==> src/rtl/dual_port_ram_scan_reader.sv <==
// Paced sequential reader for a dual-port RAM: issues addr_rd, captures ram_dout and strobes each word.
// Optional SCAN_CHECKSUM_EN adds an XOR checksum output over each scan pass.
module dual_port_ram_scan_reader #(
   parameter int ADDR_WIDTH = 2,
   parameter int DATA_WIDTH = 3,
   parameter int TICK_COUNT = 0,
   parameter int RD_LATENCY = 1
) (
   input  logic                  clk,
   input  logic                  reset,
   input  logic                  start,
   input  logic                  stop,
   input  logic                  continuous,
   output logic [ADDR_WIDTH-1:0] addr_rd,
   input  logic [DATA_WIDTH-1:0] ram_dout,
   output logic [DATA_WIDTH-1:0] data_out,
   output logic [ADDR_WIDTH-1:0] addr_out,
   output logic                  data_valid,
   output logic                  busy,
   output logic                  done
`ifdef SCAN_CHECKSUM_EN
   ,
   output logic [DATA_WIDTH-1:0] checksum
`endif
);

   localparam int PACE_W = (TICK_COUNT > 0) ? $clog2(TICK_COUNT + 1) : 1;
   localparam int LAT_W  = (RD_LATENCY > 1) ? $clog2(RD_LATENCY) : 1;
   localparam logic [PACE_W-1:0]     PACE_LAST = (TICK_COUNT > 0) ? PACE_W'(TICK_COUNT - 1) : '0;
   localparam logic [LAT_W-1:0]      LAT_LAST  = LAT_W'(RD_LATENCY - 1);
   localparam logic [ADDR_WIDTH-1:0] ADDR_MAX  = '1;

   typedef enum logic [2:0] {IDLE, ISSUE, WAIT_DATA, CAPTURE, PACE} state_t;

   state_t                  state, state_n;
   logic [ADDR_WIDTH-1:0]   addr_cnt, addr_cnt_n;
   logic [ADDR_WIDTH-1:0]   addr_rd_n, addr_out_n;
   logic [DATA_WIDTH-1:0]   data_out_n;
   logic                    data_valid_n, done_n;
   logic                    stop_latch, stop_latch_n;
   logic [PACE_W-1:0]       pace_cnt, pace_cnt_n;
   logic [LAT_W-1:0]        lat_cnt, lat_cnt_n;
`ifdef SCAN_CHECKSUM_EN
   logic [DATA_WIDTH-1:0]   checksum_n;
`endif

   assign busy = (state != IDLE);

   always_comb begin
      state_n      = state;
      addr_cnt_n   = addr_cnt;
      addr_rd_n    = addr_rd;
      addr_out_n   = addr_out;
      data_out_n   = data_out;
      data_valid_n = 1'b0;
      done_n       = 1'b0;
      pace_cnt_n   = pace_cnt;
      lat_cnt_n    = lat_cnt;
`ifdef SCAN_CHECKSUM_EN
      checksum_n   = checksum;
`endif
      unique case (state)
         IDLE: begin
            if (start && !stop) begin
               state_n    = ISSUE;
               addr_cnt_n = '0;
`ifdef SCAN_CHECKSUM_EN
               checksum_n = '0;
`endif
            end
         end
         ISSUE: begin
            addr_rd_n = addr_cnt;
            lat_cnt_n = '0;
            state_n   = WAIT_DATA;
         end
         WAIT_DATA: begin
            if (lat_cnt == LAT_LAST) state_n = CAPTURE;
            else                     lat_cnt_n = lat_cnt + 1'b1;
         end
         CAPTURE: begin
            data_out_n   = ram_dout;
            addr_out_n   = addr_cnt;
            data_valid_n = 1'b1;
`ifdef SCAN_CHECKSUM_EN
            // Address 0 starts a fresh pass, so each continuous wrap accumulates from zero.
            checksum_n   = ((addr_cnt == '0) ? '0 : checksum) ^ ram_dout;
`endif
            if (stop_latch || stop) begin
               state_n = IDLE;
            end else if (addr_cnt == ADDR_MAX && !continuous) begin
               state_n = IDLE;
               done_n  = 1'b1;
            end else begin
               addr_cnt_n = addr_cnt + 1'b1;
               pace_cnt_n = '0;
               state_n    = (TICK_COUNT > 0) ? PACE : ISSUE;
            end
         end
         PACE: begin
            if (pace_cnt == PACE_LAST) state_n = ISSUE;
            else                       pace_cnt_n = pace_cnt + 1'b1;
         end
         default: state_n = IDLE;
      endcase

      stop_latch_n = stop_latch;
      if (state != IDLE && stop) stop_latch_n = 1'b1;
      if (state_n == IDLE)       stop_latch_n = 1'b0;
   end

   always_ff @(posedge clk) begin
      if (reset) begin
         state      <= IDLE;
         addr_cnt   <= '0;
         addr_rd    <= '0;
         addr_out   <= '0;
         data_out   <= '0;
         data_valid <= 1'b0;
         done       <= 1'b0;
         stop_latch <= 1'b0;
         pace_cnt   <= '0;
         lat_cnt    <= '0;
`ifdef SCAN_CHECKSUM_EN
         checksum   <= '0;
`endif
      end else begin
         state      <= state_n;
         addr_cnt   <= addr_cnt_n;
         addr_rd    <= addr_rd_n;
         addr_out   <= addr_out_n;
         data_out   <= data_out_n;
         data_valid <= data_valid_n;
         done       <= done_n;
         stop_latch <= stop_latch_n;
         pace_cnt   <= pace_cnt_n;
         lat_cnt    <= lat_cnt_n;
`ifdef SCAN_CHECKSUM_EN
         checksum   <= checksum_n;
`endif
      end
   end

endmodule
==> config.mk <==
export PLATFORM = sky130hd
export DESIGN_NAME = dual_port_ram_scan_reader
export DESIGN_NICKNAME = d
export VERILOG_FILES = /design/src/rtl/dual_port_ram_scan_reader.sv
export SDC_FILE = /design/constraint.sdc
export NUM_CORES = 1
export LEC_CHECK = 0
export CORE_UTILIZATION = 40
export CTS_BUF_LIST = sky130_fd_sc_hd__clkbuf_16
export DETAILED_ROUTE_END_ITERATION = 10
export DONT_BUFFER_PORTS = 1
export PLACE_DENSITY = 0.6
export SLEW_MARGIN = 15
export SYNTH_ARGS = -nofsm -noshare
export SYNTH_HDL_FRONTEND = slang
export SYNTH_SLANG_ARGS = --single-unit
==> constraint.sdc <==
create_clock -name clk -period 3.79 [get_ports clk]
set_clock_uncertainty 0.15 [all_clocks]
set_input_delay 0.379 -clock clk [delete_from_list [all_inputs] [get_ports clk]]
set_output_delay 0.379 -clock clk [all_outputs]
set_load 0.05 [all_outputs]
== Word level (Yosys, flattened, before mapping) ==
Cells that the tools add are included.

* Bits in registers: 17
* Output and inout bits: 10

* Equality and inequality tests: 8
* Reductions and logical operators: 16
* Add/subtract/negate cells: 3
* Multiplexer cells: 18
* Bitwise logic cells: 1

{| class="wikitable"
|+ Operators by type and width
! cell !! number
|-
| $pmux 3 s5 || 1
|-
| $mux 3 || 3
|-
| $mux 1 || 8
|-
| $eq 3x2->1 const B || 2
|-
| $logic_not 3->1 || 2
|-
| $mux 2 || 3
|-
| $ne 2x2->1 const B || 3
|-
| $reduce_bool 2->1 || 3
|-
| $pmux 1 s2 || 2
|-
| $pmux 2 s2 || 1
|-
| $reduce_and 4->1 || 1
|-
| $eq 3x1->1 const B || 1
|-
| $eq 3x3->1 const B || 1
|-
| $logic_and 1x1->1 || 3
|-
| $reduce_and 3->1 || 1
|-
| $reduce_bool 3->1 || 1
|-
| $reduce_or 3->1 || 1
|-
| $add 1x1->1 const B || 2
|-
| $add 2x1->2 const B || 1
|-
| $eq 2x2->1 const B || 1
|-
| $logic_not 1->1 || 2
|-
| $reduce_or 2->1 || 1
|-
| $logic_or 1x1->1 || 1
|-
| $not 1->1 || 1
|}

== Longest topological paths before layout ==
* Depth in word-level cells: 7
* Depth in mapped cells: 5
* Depth with buffers taken out: 5

== Least setup slack after synthesis ==
OpenSTA, ideal clock, no wires.

* Kind: register to register
* From: register state[1]
* To: register addr_cnt[0]
* Stages on the path, launching flop included: 6
* Setup slack: 2,305 ps
* Setup time: 129 ps
* Clock period less this slack: 1,485 ps
* Buffers on the path: 2
* Arrival: 1,206 ps
* Data required time: 3,511 ps
* Cells stage by stage: dfxtp_1 buf_6 or3_4 buf_6 o2111ai_2 o31ai_1

* Word-level cells in the longest chain between the ends: 3

{| class="wikitable"
|+ RTL lines
! item !! line !! text
|-
| start: declaration || 35 || <nowiki>state_t state, state_n;</nowiki>
|-
| start signal: assignment || 128 || <nowiki>state <= state_n;</nowiki>
|-
| $eq 3x2->1 or $logic_not 3->1 (tied branches) || 62 || <nowiki>unique case (state)</nowiki>
|-
| $ne 2x2->1 (no source line) or $reduce_bool 2->1 (tied branches) || n/a ||
|-
| $reduce_and 4->1 (no source line) || n/a ||
|-
| end signal: assignment || 129 || <nowiki>addr_cnt <= addr_cnt_n;</nowiki>
|-
| end: declaration || 36 || <nowiki>logic [ADDR_WIDTH-1:0] addr_cnt, addr_cnt_n;</nowiki>
|}

Several ways; a longest one is shown, not always the timed one.
A chain may end at the register's enable or synchronous reset.

== Worst setup path in the final report ==
* From: register state[1]
* To: output busy

* Word-level cells in the longest chain between the ends: 1

{| class="wikitable"
|+ RTL lines
! item !! line !! text
|-
| $reduce_bool 3->1 || 47 || <nowiki>assign busy = (state != IDLE);</nowiki>
|-
| end: declaration || 19 || <nowiki>output logic busy,</nowiki>
|}

Every way passes these cells.

==> metrics <==
commonest non-fill, non-tap cell in the layout dfxtp_1; Int Pwr 0.312 mW; GRT Total Usage 14.3%; power share of the combinational group 5.4%; IO Port Bufs 0; Top FF cell, synth dfxtp_1; period utilization 44.9%; crit path DAT 1.17 ns; nets@finish 72; # H-tree levels 1; IO Count 18; Max Root-Sink Buffers 2; Avg Synthesized Cell Area 10.5 um^2; max-slew violation count 0; status completed; Post-CTS Setup Bufs 0; Sw Ratio 20.3%; most frequent cells in the layout dfxtp_1 (15), nor2_1 (9), mux2i_1 (7), a21oi_1 (3), clkbuf_16 (3); Syn Nets 71; Mapped Area 648 um^2; first-pass GRT wire length 1790 um; endpoints failing setup 0; total grt overflow 0; total core area 1510 um^2; row count 14; flops & latches, synth 15; drt drc 0; simple logic cell fraction of the synthesized area 21.0%; CTS resizes 0; die width 42.3 um; CP Capture Type output pin; Reg power frac 43.1%; Max-Cap Viols 0; startpoint types flop; CTS clock-pin slew for the worst setup and hold paths 0.05 ns; actual slew at the worst max-slew pin 0.514 ns; largest family of logic cells by synthesized area simple AND/OR/NAND/NOR gates; Static Leak 0.321 nW; worst path cell trace or3_4; post-synthesis mux area share 10.8%; vias in the first global route 406; Root Buffer clkbuf_16; cell taking the most area after synthesis dfxtp_1; Via density 5.55; CTS buffer count 3; diodes inserted 0; crit-path max FO 7; DIE AREA 1790 um^2; final number of hold-violating endpoints 0; via count 433; area grow syn2layout 9.65%; XOR/XNOR Fraction of Synth Area 1.35%; pin count of the biggest net entering global routing 14; Tightest Hold Check Type in -> reg; Avg WL per Cell 13.6 um; Synth Area in Adders 1.93%; clk sink count 15; CTS tree built; ys async rst share 0%; VDD IR max 0.000292 V; P_sw 0.0792 mW; relative slew slack 65.7%; share of cells above drive strength 1 12.9%; Worst Path Buf+Inv 0; synth warn 0; Post-CTS Hold Fix Bufs 0; top-area cell type share of the netlist area 46.3%; initial antenna violation count 0; Die H 42.3 um; # fillers 144; Final GP Congestion 0.810; Cell variety after synth 27; CP max-delay cell or3_4; power density over the cells 550 nW/um^2; RSZ-0062 raised after global routing false; First-pass DRT Iterations 4; post-route ant nets 0; number of synthesized flops with an enable pin 0; Synth area leaders dfxtp_1 (46%), mux2i_1 (11%), nor2_1 (5.2%); DRT iter0 DRCs 16; register area share after synthesis 46.3%; clock power share 51.5%; CP max stage delay 0.53 ns; crit path time final 1.70 ns; Cells after Synth 62; final wirelength 1060 um; Req. time, crit path 3.26 ns; Worst-Skew Late Latency 0.24 ns; post-synthesis compound-gate area fraction 11.0%; Max Freq 588 MHz; Largest delay share family, worst path simple AND/OR/NAND/NOR gates; setup TNS 0 ns; critical path class reg -> out; Initial Util 43.0%; total power 0.391 mW; hpwl dp 727 um
cells in the mapped netlist, types with 2 or more instances:
| cell | n |
|---|---|
| nor2_1 | 9 |
| dfxtp_1 | 15 |
| mux2i_1 | 7 |
| inv_1 | 2 |
| nor3_1 | 2 |
| nand2b_1 | 2 |
| buf_6 | 3 |
| a21oi_1 | 3 |
routing by layer:
| metal | up-vias | share of wire (%) | global-route usage, % |
|---|---|---|---|
| li1 | 214 | - | - |
| met2 | 15 | 45 | 20.0 |
| met1 | 202 | 45 | 17.2 |
| met5 | - | 0 | 0 |
| met4 | 0 | 1.9 | 9.38 |
| met3 | 2 | 7.3 | 6.90 |
worst paths after layout:
kind	start	end	slack (ns)	depth (start not counted)
worst min register to register	stop_latch	done	0.32	1
worst min-delay path	reset	addr_rd[0]	0.06	1
worst max register to register	state[1]	addr_cnt[0]	2.29	3
worst max-delay path	state[1]	busy	2.09	1
area by class of cell:
| class | count | area (um^2) | area share (%) |
|---|---|---|---|
| clock inverters | 1 | 5.00 | 0.704 |
| multi-input cells | 41 | 303 | 42.6 |
| well taps | 16 | 20.0 | 2.82 |
| flip-flops and latches | 15 | 300 | 42.3 |
| inverters | 2 | 7.51 | 1.06 |
| clock buffers | 3 | 75.1 | 10.6 |
registers in the layout, indices dropped and copies added, names as in the netlist:
name and count:
data_out 3, stop_latch 1, addr_rd 2, addr_cnt 2, state 3, addr_out 2, data_valid 1, done 1
metrics by stage:
step	utilization (%)	hold slack (ns)	setup WS [ns]	area, um^2	std cells
after global routing	47.2	0.0485	2.06	711	78
after detailed placement	41.9	0.306	2.29	631	74
after CTS	47.2	0.0518	2.09	711	78
after floorplan	-	0.270	2.31	648	62
after global placement	41.9	0.304	2.30	631	74
final	47.2	0.0550	2.09	711	78
logic make-up after synthesis:
group	count (synthesis)
muxes	7
AOI/OAI and AO/OA	10
xor gates and xnor gates	1
other	1
DFF	15
adders and majority gates	1
and+or+nand+nor	21
buffers and inverters	6
power groups by stage:
stage	combinational, mW	sequential [mW]	clock [mW]
after floorplan	0.0292	0.168	0
after global placement	0.0211	0.171	0
after detailed placement	0.0209	0.171	0
after CTS	0.0213	0.168	0.207
after global routing	0.0232	0.169	0.211
final	0.0212	0.168	0.201
Power figures use the tool's default switching activity.
==> RTL change 1, RTL diff (config.mk and constraints unchanged) <==
Register the input `start` before use, with the module's reset. The logic sees it one clock later. The other inputs are not delayed to match.
--- a/src/rtl/dual_port_ram_scan_reader.sv
+++ b/src/rtl/dual_port_ram_scan_reader.sv
@@ -32,6 +32,16 @@
 
    typedef enum logic [2:0] {IDLE, ISSUE, WAIT_DATA, CAPTURE, PACE} state_t;
 
+   logic start_q;
+
+   always_ff @(posedge clk) begin
+      if (reset) begin
+         start_q <= '0;
+      end else begin
+         start_q <= start;
+      end
+   end
+
    state_t                  state, state_n;
    logic [ADDR_WIDTH-1:0]   addr_cnt, addr_cnt_n;
    logic [ADDR_WIDTH-1:0]   addr_rd_n, addr_out_n;
@@ -61,7 +71,7 @@
 `endif
       unique case (state)
          IDLE: begin
-            if (start && !stop) begin
+            if (start_q && !stop) begin
                state_n    = ISSUE;
                addr_cnt_n = '0;
 `ifdef SCAN_CHECKSUM_EN
Check against the original RTL: not equivalent (Yosys sat finds a counterexample within 4 cycles, from zero or initial values and one cycle with reset high).
==> RTL change 1 against the unedited design <==
- cell count is 1.3% higher
- synthesized area rose by 4.1%
- maximum frequency shrank 0.93%
- power is 2.2% higher
- design area up 3.0%
- wire length up 11%
- setup slack got worse by 0.016 ns
- synthesized cell count rose by 3.2%
- sequential share of layout area increased by 1.5 points
- sequential cell count rose by 1
- via count decreased by 2.5%
- combinational power down 4%
- critical path type unchanged
==> RTL change 1: results (changes against the unedited design) <==
Post-Synth Adder-Cell Area 0.0186 (-0.000752); WL met2 501 um (+4.4%); VDD IR max 0.000244 V (-16%); dpl cells 76 (+2.7%); Lkg Pwr 0.327 nW (+1.9%); largest net degree at the start of global routing 15 (+1); complex-gate fraction of the synthesized area 0.106 (-0.00429); 1st-iter DRT viols 4 (-12); status finished, final reports clean; worst slew pin tran 0.520 ns (+0.00517 ns); # fillers 152 (+5.6%); met3 Use GR 0.0468 (-0.0222); DRT met1 WL 560 um (+16%); hpwl dp 784 um (+7.9%); met3 WL 93 um (+19%); wire per inst 14.9 um (+9.1%); Vias/cell 5.34 (-3.8%); top post-synthesis cells by area dfxtp_1, mux2i_1, nor2_1; share of post-route cells with drive strength above 1 0.111 (-0.0179); met1 Track Usage GR 0.183 (+0.0110); Clk pwr share 0.500 (-0.015); Fin Hold WS 0.0549 ns (-0.0000828 ns); GRT met2 Usage 0.203 (+0.00303); mux share of post-synthesis cell area 0.104 (-0.00421); post-place instance area 657 sq um (+4.2%); gp weighted congestion 0.777 (-4.1%); commonest cells in the netlist dfxtp_1, nor2_1, mux2i_1; Syn Nets 73 (+2.8%)
RTL change 1: cell types whose count changed in the layout (fill, tap and decap cells not counted):
cell,change
dfxtp_1,+1
clkinv_2,-1
nor2b_1,+1
RTL change 1: cell families after synthesis:
| family | count (synthesis) |
|---|---|
| compound gates | 10 |
| other cells | 1 |
| mux | 7 |
| xor+xnor | 1 |
| simple gates | 22 |
| fa+ha+maj | 1 |
| buf+inv | 6 |
| flops | 16 |
RTL change 1: layout make-up:
cell class / instances / area (sq um) / area share
tap: 16 / 20.0 / 0.0274
clock buffer: 3 / 75.1 / 0.103
sequential: 16 / 320 / 0.438
inverter: 2 / 7.51 / 0.0103
multi-input combinational: 42 / 309 / 0.422
RTL change 1: how the worst max path moves through the flow:
stage,to,slack [ns]
2_1_floorplan,addr_cnt[0],2.31
3_3_place_gp,addr_cnt[0],2.28
3_5_place_dp,addr_cnt[1],2.27
4_1_cts,busy,2.07
5_1_grt,busy,2.05
6_report,busy,2.07
==> RTL change 2, RTL diff (config.mk and constraints unchanged) <==
Made on the original files. Add a define of `SCAN_CHECKSUM_EN`.
--- a/src/rtl/dual_port_ram_scan_reader.sv
+++ b/src/rtl/dual_port_ram_scan_reader.sv
@@ -1,5 +1,7 @@
 // Paced sequential reader for a dual-port RAM: issues addr_rd, captures ram_dout and strobes each word.
 // Optional SCAN_CHECKSUM_EN adds an XOR checksum output over each scan pass.
+`define SCAN_CHECKSUM_EN
+
 module dual_port_ram_scan_reader #(
    parameter int ADDR_WIDTH = 2,
    parameter int DATA_WIDTH = 3,
Check against the original RTL (old outputs only; new: checksum): equivalent (Yosys induction, for registers that start in step).
==> RTL change 2 against the unedited design <==
- design area rose by 21%
- sequential cell count rose by 3
- power rose by 11%
- wire length rose by 38%
- worst hold slack got worse by 0.014 ns
- utilization rose by 1.2 points
- setup slack got worse by 0.16 ns
- sequential power rose by 18%
- synthesized area rose by 21%
==> RTL change 2: results (changes against the unedited design) <==
port bufs 0 (unchanged); CP max stage cell or3_1; VDD IR max 0.000231 V (-21%); post-place instance area 783 sq um (+24%); largest net degree at the start of global routing 18 (+4); 1st-pass router iterations 4 (unchanged); worst-path fanout max 8 (+1); yosys warns 0 (unchanged); Top Registers checksum: 3 flops, data_out: 3 flops, state: 3 flops; share of post-route cells with drive strength above 1 0.0549 (-0.0741); Lkg Pwr 0.325 nW (+1.4%); met3 WL 95 um (+22%); dpl cells 112 (+51%); gp weighted congestion 0.686 (-15%); Post-Synth Adder-Cell Area 0.0318 (+0.0125); met1 Track Usage GR 0.209 (+0.0371); routed wire length 1470 um (+38%); cells after synthesis 93 (+50%); Reg clk slew, reported paths 0.05 ns (about the same); residual overflow from global routing 0 (unchanged); 1st-iter DRT viols 10 (-6); Total GRT Usage 0.163 (+0.0196); WP data arrival 1.85 ns (+0.68 ns); status finished, final reports clean; GRT met2 Usage 0.236 (+0.0361); top post-synthesis cells by area dfxtp_1, nand2_1, a21oi_1; Slew HR 0.615 (-0.0413); Synth cell types 28 (+3.7%); DRT met1 WL 713 um (+48%); sequential cell area fraction in the yosys report 0.459 (-0.00472); first-pass GRT wire length 2400 um (+34%); xor-xnor portion of the synthesized cell area 0.0334 (+0.0199); met3 Use GR 0.0431 (-0.0258); post-cts sizing count 0 (unchanged); WL met2 636 um (+33%); mux share of post-synthesis cell area 0.0255 (-0.0826); vias in the first global route 545 (+34%); Layout Nets 102 (+42%); Post-CTS Setup Inserts 0 (unchanged); hpwl dp 1010 um (+40%); Max Used Layer met4; initial antenna violation count 0 (unchanged); Vias/cell 5.17 (-6.8%); complex-gate fraction of the synthesized area 0.134 (+0.0237); wire per inst 12.7 um (-7.0%); Crit path largest cell delay 0.67 ns (+0.14 ns); commonest cells in the netlist dfxtp_1, nand2_1, a21oi_1, nor2_1, nand2b_1; Post-synth ARST share 0 (unchanged)
==> RTL change 2: metrics by stage <==
| stage | util | worst slack (ns) |
|---|---|---|
| 2_1_floorplan | - | 2.08 |
| 3_5_place_dp | 0.439 | 1.94 |
| 3_3_place_gp | 0.439 | 1.94 |
| 6_report | 0.484 | 1.93 |
| 5_1_grt | 0.484 | 1.86 |
| 4_1_cts | 0.484 | 1.93 |
==> RTL change 2: layout make-up <==
class                   count  area, sq um
clock buffers               3         75.1
flip-flops and latches     18          360
clock inverters             1         3.75
inverters                   3         11.3
multi-input cells          66          380
fillers                   180          921
well taps                  25         31.3
==> RTL change 2: final timing paths <==
path	start	end	slack (ns)	depth (start not counted)
min	reset	data_out[2]	0.04	1
min reg2reg	addr_cnt[1]	addr_out[1]	0.35	2
max	state[0]	checksum[2]	1.93	4
max reg2reg	state[0]	checksum[2]	1.93	4
==> RTL change 2: power breakdown <==
part	internal [mW]	switching, mW
Sequential	0.193	0.00596
Clock	0.140	0.0739
Combinational	0.00901	0.0128
Total	0.342	0.0926
